===== src/rtl/fmul_rr_scheduler.sv =====
// fmul_rr_scheduler: round-robin arbiter that shares one single-precision float
// multiplier among NREQ requesters. One operation is in flight at a time, and a
// forced low gap on mul_dataIn gives the multiplier a clean rising edge for every launch.
module fmul_rr_scheduler #(
    parameter int NREQ    = 4,
    parameter int GAP_CYC = 2,
    parameter int TIMEOUT = 255
) (
    input  logic                 clk,
    input  logic                 rstn,
    input  logic [NREQ-1:0]      req,
    input  logic [32*NREQ-1:0]   req_x,
    input  logic [32*NREQ-1:0]   req_y,
    output logic [NREQ-1:0]      gnt,
    output logic [NREQ-1:0]      rsp_valid,
    output logic [31:0]          rsp_prod,
    output logic                 rsp_err,
    output logic                 busy,
    output logic                 mul_dataIn,
    output logic [31:0]          mul_x,
    output logic [31:0]          mul_y,
    input  logic                 mul_dataOut,
    input  logic [31:0]          mul_prod
);

    localparam int IW = (NREQ > 1) ? $clog2(NREQ) : 1;
    localparam int TW = $clog2(TIMEOUT + 1);
    localparam int GW = (GAP_CYC > 1) ? $clog2(GAP_CYC) : 1;
    localparam logic [31:0] QNAN = 32'h7FC0_0000;

    typedef enum logic [2:0] {
        S_IDLE,
        S_ISSUE,
        S_RUN,
        S_DONE,
        S_GAP
    } state_t;

    state_t          r_state;
    state_t          w_nextState;

    logic [IW-1:0]   r_ptr;
    logic [IW-1:0]   r_win;
    logic [NREQ-1:0] r_gnt;
    logic [TW-1:0]   r_timer;
    logic [GW-1:0]   r_gapCnt;
    logic            r_mulDataIn;
    logic [31:0]     r_mulX;
    logic [31:0]     r_mulY;
    logic [31:0]     r_rspProd;
    logic            r_rspErr;

    logic            w_anyReq;
    logic [IW-1:0]   w_winIdx;
    logic [NREQ-1:0] w_winOneHot;
    logic [31:0]     w_winX;
    logic [31:0]     w_winY;
    logic [IW-1:0]   w_nextPtr;
    logic            w_timedOut;
    logic            w_gapDone;

    // Round-robin search: the requester closest to r_ptr (wrapping upward) wins.
    always_comb begin
        w_anyReq = 1'b0;
        w_winIdx = '0;
        for (int k = NREQ - 1; k >= 0; k--) begin
            if (req[(int'(r_ptr) + k) % NREQ]) begin
                w_anyReq = 1'b1;
                w_winIdx = IW'((int'(r_ptr) + k) % NREQ);
            end
        end
    end

    // Select the winner's operands and build its one-hot grant vector.
    always_comb begin
        w_winX      = '0;
        w_winY      = '0;
        w_winOneHot = '0;
        for (int i = 0; i < NREQ; i++) begin
            if (w_winIdx == IW'(i)) begin
                w_winX         = req_x[32*i +: 32];
                w_winY         = req_y[32*i +: 32];
                w_winOneHot[i] = 1'b1;
            end
        end
    end

    assign w_nextPtr  = (r_win == IW'(NREQ - 1)) ? '0 : r_win + IW'(1);
    assign w_timedOut = (r_timer == TW'(TIMEOUT));
    assign w_gapDone  = (r_gapCnt == GW'(GAP_CYC - 1));

    // State register; a low rstn abandons any operation in flight without a response.
    always_ff @(posedge clk) begin
        if (!rstn) begin
            r_state <= S_IDLE;
        end else begin
            r_state <= w_nextState;
        end
    end

    // Next-state logic; mul_dataOut is only looked at while waiting in RUN.
    always_comb begin
        w_nextState = r_state;
        case (r_state)
            S_IDLE:  if (w_anyReq) w_nextState = S_ISSUE;
            S_ISSUE: w_nextState = S_RUN;
            S_RUN:   if (mul_dataOut || w_timedOut) w_nextState = S_DONE;
            S_DONE:  w_nextState = S_GAP;
            S_GAP:   if (w_gapDone) w_nextState = S_IDLE;
            default: w_nextState = S_IDLE;
        endcase
    end

    // Datapath: latch the winner, drive the multiplier, capture the result, rotate the pointer.
    always_ff @(posedge clk) begin
        if (!rstn) begin
            r_ptr       <= '0;
            r_win       <= '0;
            r_gnt       <= '0;
            r_timer     <= '0;
            r_gapCnt    <= '0;
            r_mulDataIn <= 1'b0;
            r_mulX      <= '0;
            r_mulY      <= '0;
            r_rspProd   <= '0;
            r_rspErr    <= 1'b0;
        end else begin
            case (r_state)
                S_IDLE: begin
                    if (w_anyReq) begin
                        r_win  <= w_winIdx;
                        r_gnt  <= w_winOneHot;
                        r_mulX <= w_winX;
                        r_mulY <= w_winY;
                    end
                end
                S_ISSUE: begin
                    r_mulDataIn <= 1'b1;
                    r_timer     <= '0;
                end
                S_RUN: begin
                    if (mul_dataOut) begin
                        r_rspProd <= mul_prod;
                        r_rspErr  <= 1'b0;
                    end else if (w_timedOut) begin
                        r_rspProd <= QNAN;
                        r_rspErr  <= 1'b1;
                    end else begin
                        r_timer <= r_timer + TW'(1);
                    end
                end
                S_DONE: begin
                    r_mulDataIn <= 1'b0;
                    r_gnt       <= '0;
                    r_ptr       <= w_nextPtr;
                    r_gapCnt    <= '0;
                    r_rspErr    <= 1'b0;
                end
                S_GAP: begin
                    r_gapCnt <= r_gapCnt + GW'(1);
                end
                default: begin
                    r_mulDataIn <= 1'b0;
                end
            endcase
        end
    end

    assign gnt        = r_gnt;
    assign rsp_valid  = (r_state == S_DONE) ? r_gnt : '0;
    assign rsp_prod   = r_rspProd;
    assign rsp_err    = r_rspErr;
    assign busy       = (r_state != S_IDLE);
    assign mul_dataIn = r_mulDataIn;
    assign mul_x      = r_mulX;
    assign mul_y      = r_mulY;

endmodule


===== config.mk =====
export PLATFORM = sky130hd
export DESIGN_NAME = fmul_rr_scheduler
export DESIGN_NICKNAME = d
export VERILOG_FILES = /design/src/rtl/fmul_rr_scheduler.sv
export SDC_FILE = /design/constraint.sdc
export NUM_CORES = 1
export LEC_CHECK = 0
export ABC_AREA = 1
export BUFFER_PORTS_ARGS = -buffer_cell sky130_fd_sc_hd__buf_2
export CORE_AREA = 2 2 158 160
export CTS_CLUSTER_SIZE = 12
export DETAILED_ROUTE_END_ITERATION = 16
export DIE_AREA = 0 0 160 162
export PLACE_DENSITY = 0.64
export RECOVER_POWER = 100
export SETUP_SLACK_MARGIN = 0.05
export SYNTH_ARGS = -nofsm -noshare
export SYNTH_HDL_FRONTEND = slang
export SYNTH_SLANG_ARGS = --single-unit
export TNS_END_PERCENT = 10

===== constraint.sdc =====
create_clock -name clk -period 2.4 [get_ports clk]
set_input_delay 0.12 -clock clk [delete_from_list [all_inputs] [get_ports clk]]
set_output_delay 0.12 -clock clk [all_outputs]
set_load 0.01 [all_outputs]

### After elaboration in Yosys (flattened, before gate mapping)

Cells that the tools add are included.

* flip-flop bits (word level): 118
* input port bits: 295
* logic and storage cells: 107

* add/subtract/negate cells: 6
* order comparisons: 4
* eq/ne operators: 15
* multiplexer cells: 49
* bitwise gates (word level): 3
* reduce and logical (&&, ||, !) cells: 19

Operators with widths (number)
* 32-bit 2-to-1 mux: 10
* 1-bit 2-to-1 mux: 17
* 8-bit 2-to-1 mux: 2
* 8-bit case mux with 2 select lines: 1
* 3-bit case mux with 5 select lines: 1
* 3-bit by 4-bit less-than comparator with 1-bit output (second input constant): 3
* 2-bit 2-to-1 mux: 5
* 2-bit inequality test (second input constant): 5
* 2-bit nonzero test: 5
* 3-bit 2-to-1 mux: 3
* 8-bit by 1-bit adder with 8-bit output (second input constant): 1
* 1-bit binary-select mux with 2-bit select: 4
* 8-bit equality test (second input constant): 1
* 4-bit 2-to-1 mux: 2
* 4-bit case mux with 2 select lines: 1
* 2-bit AND reduction: 4
* 2-bit equality test (second input constant): 3
* 3-bit by 2-bit equality test with 1-bit output (second input constant): 2
* 1-bit case mux with 2 select lines: 3
* 3-bit AND reduction: 2
* 2-bit OR reduction: 3
* 2-bit by 1-bit adder with 2-bit output (second input constant): 2
* 2-bit adder (second input constant): 2
* 1-bit AND (first input constant): 3
* other kinds (11): 11

### Longest topological paths before layout

* depth in word-level cells: 15
* depth in mapped cells: 18
* mapped depth without buffers: 15

### Least setup slack after synthesis

No wires, ideal clock.

* path type: reg-to-reg
* from: register r_ptr[0]
* to: register r_mulX[1] (netlist: mul_x[1])
* setup time: 0.128 ns
* arrival: 1.747 ns
* required time: 2.272 ns
* setup slack: 0.526 ns
* stages on the path, launching flop included: 18
* path buffers: 3
* path through: dfxtp_1 buf_4 inv_2 nand2_1 nand2_2 nand2_1 nand2_2 nor2_1 nor2_1 nand2_4 nand2_4 buf_6 buf_4 nand2_1 nand3_1 nor2_1 nor2_1 nor2_1

* word-level cells in the longest chain between the ends: 13
* elaborated cells on any way between the ends: 31
* classes of those cells: add/sub (3); eq/ne (3); mux (23); reduce/logical (2)

RTL lines
* start: declaration: line 42 `logic [IW-1:0] r_ptr;`
* start signal: assignment: line 155 `r_ptr <= w_nextPtr;`
* 2-bit adder: line 67, 69
* 1-bit binary-select mux with 2-bit select: line 67 `if (req[(int'(r_ptr) + k) % NREQ]) begin`
* 1-bit 2-to-1 mux (implied by the code) (2 in a row): line 67
* 2-bit 2-to-1 mux (4 in a row): line 67
* 2-bit zero test: line 80 `if (w_winIdx == IW'(i)) begin`
* 32-bit 2-to-1 mux (4 in a row): line 80
* end signal: assignment: line 133 `r_mulX <= w_winX;`
* end: declaration: line 48 `logic [31:0] r_mulX;`

Several ways; a longest one is shown, not always the timed one. The select of a mux whose other input is x is not followed.
A chain may end at the register's enable or synchronous reset.

### Worst setup path in the final report

* from: register r_ptr[0]
* to: register r_mulX[30] (netlist: mul_x[30])

Same word-level chain as after synthesis.

==> results by group <==
STA
  – Final Max Slew Viols: 0
  – Final hold violations: 0
  – FMAX: 444 MHz
  – Worst clock skew: between 0.02 and 0.025 ns
  – Slew HR: 0.518
  – Post-layout minimum cycle time: about 2.3 ns
  – Final period utilization: 0.938
  – Setup TNS: 0 ns
  – RSZ-0062 raised after global routing: yes
  – Slew @ Worst Pin: just over 0.7 ns
  – Final setup vio count: 0

Clock network
  – H-tree depth: 4
  – Max Root-Sink Buffers: 2
  – Num CTS Buffers: 17
  – Sink Count: 118
  – Reg clk slew, reported paths: 0.06 ns
  – Clock root buffer: clkbuf_16
  – Clock latency on the worst-skew pair: 0.41 ns
  – CTS tree: built

Global route
  – Gr ovfl total: 0
  – First-pass GRT wire length: 42.0 mm
  – Initial antenna violation count: 2
  – Largest net degree at the start of global routing: 65
  – Vias in the first global route: 8,021
  – GRT Util Overall: 0.204

Min path
  – Worst Hold Launch: mul_prod[29]
  – Hold Path Class: input port to register

Logic synthesis
  – Synth cell count leaders: nand2_1 (352), nor2_1 (121), dfxtp_1 (118)
  – Post-Synth Adder-Cell Area: 0.00373
  – Register bit total from synthesis: 118
  – Top cell type's share of synthesized area: 0.352
  – Compound-cell area share of the yosys netlist: 0.135
  – Async S/R FF share, synth: 0
  – Synth Area per Inst: 6.23 um2
  – Largest family of logic cells by synthesized area: simple AND/OR/NAND/NOR gates
  – Synthesis warning total: 0
  – Post-Synth Simple-Gate Area: 0.408
  – Mapped cell area: 6710 um2
  – Register area share after synthesis: 0.352
  – Dominant cell type by area after synthesis: dfxtp_1
  – Post-synthesis mux area share: 0
  – Cells after synthesis: 1,076
  – Top-count cell post-synth: nand2_1
  – Synth Area in XOR/XNOR: 0.00261
  – Synth Flop Type: dfxtp_1
  – Netlist cell types: 32
  – EDFF count, synth: 0
  – Syn Nets: 1,373
  – Synth top area cells: dfxtp_1 (35%), nand2_1 (20%), nand3_1 (6.9%)

Flow run
  – Maxcap violations: 0

Detailed routing
  – Vias: ~8,500
  – Via/cell ratio: 4.63
  – Routed WL: ~27 mm
  – Wire length on met1: 11.6 mm
  – Antenna Nets Post-Route: 0
  – # DRC: 0
  – Pre-Repair DR Iteration Count: 5
  – Detailed Route Iter0 Violations: around 460
  – Met2 WL: 13.0 mm
  – DR WL met3: around 1.8 mm
  – DR WL/cell: approximately 15 um
  – Top Layer Used: met4

Power and ir drop
  – Leak Pwr: 4.79 nW
  – Switching Share: 0.417
  – Cell Pwr Density: between 800 and 900 nW/um2
  – Int Power: 5.11 mW
  – Peak supply drop: 0.399 mV
  – Clock share of power: 0.270
  – Gate power share: 0.432
  – Sequential fraction of design power: 0.298
  – Sw power: 3.65 mW

Die
  – Starting Density: 0.278
  – Site Rows: 57
  – Full die area: 25,900 um2
  – Core Box Area: 24,100 um2
  – Die height: between 150 and 200 um
  – IO Pins: between 400 and 500
  – Die X: about 160 um

Cells and area
  – Synth-to-Final Area Change: 46.9%
  – Share of layout cells above drive strength 1: 0.257
  – Final core utilization: 0.409
  – Number of nets in the layout: 1,792

Critical path
  – CP Cell Sequence: buf_4 > nand2_1 > nand3_1 > nand3_1 > nand2_1 > nand2_1 > nand2_1 > nand2_2 > inv_2 > nand2_2 > inv_1 > buf_6 > nand2_1 > nand2_1 > nor2_1 > nor2_1
  – R2R Setup Slk: 0.15 ns
  – RR Startpoint: r_ptr[0]$_SDFFE_PN0P_
  – Critical path endpoint category: register
  – Worst Path Arrival: approximately 2.6 ns
  – CP delay by family, top: simple AND/OR/NAND/NOR gates
  – Max incr delay on CP: between 0.3 and 0.4 ns
  – Crit-path most repeated cell: nand2_1
  – Crit Path Class: register to register
  – Crit path launch type: register
  – Highest net fanout along the worst path: 30
  – CP startpoint: r_ptr[0]$_SDFFE_PN0P_
  – Required time of the critical path: 2.75 ns
  – CP bufs+invs: 4
  – CP max stage cell: dfxtp_1

Place
  – Hpwl dp: 20.7 mm
  – GPL Wtd Cong: 0.881
  – Port Buf Inserts: 401

Outcome
  – Status: finished, final reports clean
metal layers:
| layer | vias up | track usage |
|---|---|---|
| met5 | - | 0 |
| met4 | 0 | 0.0868 |
| met3 | 49 | 0.0582 |
| met2 | 308 | 0.343 |
| met1 | 3827 | 0.244 |
| li1 | 4299 | - |
flip-flops by register name (all words and copies together) (netlist names), 2 cells and up:
name      cells
mul_x        32
r_timer       8
rsp_prod     32
mul_y        32
gnt           4
r_ptr         2
r_state       3
r_win         2
cell type report:
class | count | area, um2
antenna | 2 | 5.00
clock buffer | 19 | 443
clock inverter | 13 | 97.6
fill | 2642 | 14300
inverter | 74 | 282
multi-input combinational | 815 | 3700
sequential | 118 | 2360
tap | 324 | 405
timing repair buffer | 469 | 2560
worst register-to-register path, stage by stage (launching register included):
cell     delay, ns
dfxtp_1       0.35
buf_4         0.15
nand2_1       0.08
nand3_1       0.11
nand3_1       0.08
nand2_1       0.06
nand2_1       0.05
nand2_1       0.06
nand2_2       0.09
inv_2         0.27
nand2_2       0.18
inv_1         0.10
buf_6         0.25
nand2_1       0.18
nand2_1       0.09
nor2_1        0.05
nor2_1        0.07
final timing paths:
kind	to	cells past startpoint
hold / removal	rsp_prod[29]$_SDFFE_PN0P_	3
setup reg to reg	mul_x[30]$_SDFFE_PN0P_	16
hold reg to reg	rsp_prod[10]$_SDFFE_PN0P_	2
setup / recovery	mul_x[30]$_SDFFE_PN0P_	16
power groups by stage:
stage	Sequential (mW)	Clock (mW)	Combinational [mW]
final	2.61	2.36	3.78
after global routing	2.66	2.54	4.23
after CTS	2.60	2.43	3.88
after detailed placement	2.63	0	3.82
after global placement	2.63	0	3.78
after floorplan	2.78	0	2.28
layout by cell type, fill, tap and decap left out, types with 3 or more instances in the layout:
cell type      count
or2_2              6
nand4_1           16
clkbuf_1         109
nand2_2            9
nand2_4            3
inv_1             66
dlygate4sd3_1     36
nor2_1           120
nor3_1            22
inv_2              6
inv_6              4
buf_6              5
o21ai_0           56
o21ai_1            9
a21oi_1           83
nand2_1          351
dfxtp_1          118
buf_4             17
clkinvlp_4         5
nand3_1           93
nand3b_1          16
clkinv_2           3
buf_2            294
clkbuf_16         17
buf_12             6
nor2_2             3
o21bai_1          17
through the flow:
stage               cell area, um2  setup WS, ns  hold WS [ns]  std cells  total power [mW]
floorplan                     6710         0.526         0.268       1076              5.06
global placement              9050         0.187         0.375       1763              6.41
detailed placement            9050         0.132         0.382       1763              6.45
CTS                           9950         0.141      0.000187       1831              8.91
global route                  9850       0.00195       0.00374       1833              9.43
finish                        9850         0.148        0.0189       1834              8.76
logic make-up (layout without fill, tap and decap cells):
family,count (synthesis),after routing
compound gates,169,169
xor+xnor,2,2
fa+ha+maj,2,2
buf+inv,143,575
flops,118,118
other cells,0,2
simple gates,642,642
what timing repair did:
action / CTS / global route
hold buffers: 36 / 0
hold endpoints to repair: 35 / 0
endpoints found under the setup margin: 0 / 25
gates resized for setup: 0 / 7
buffers inserted: 0 / 1
Note: power is estimated with default switching activity, not from simulation.
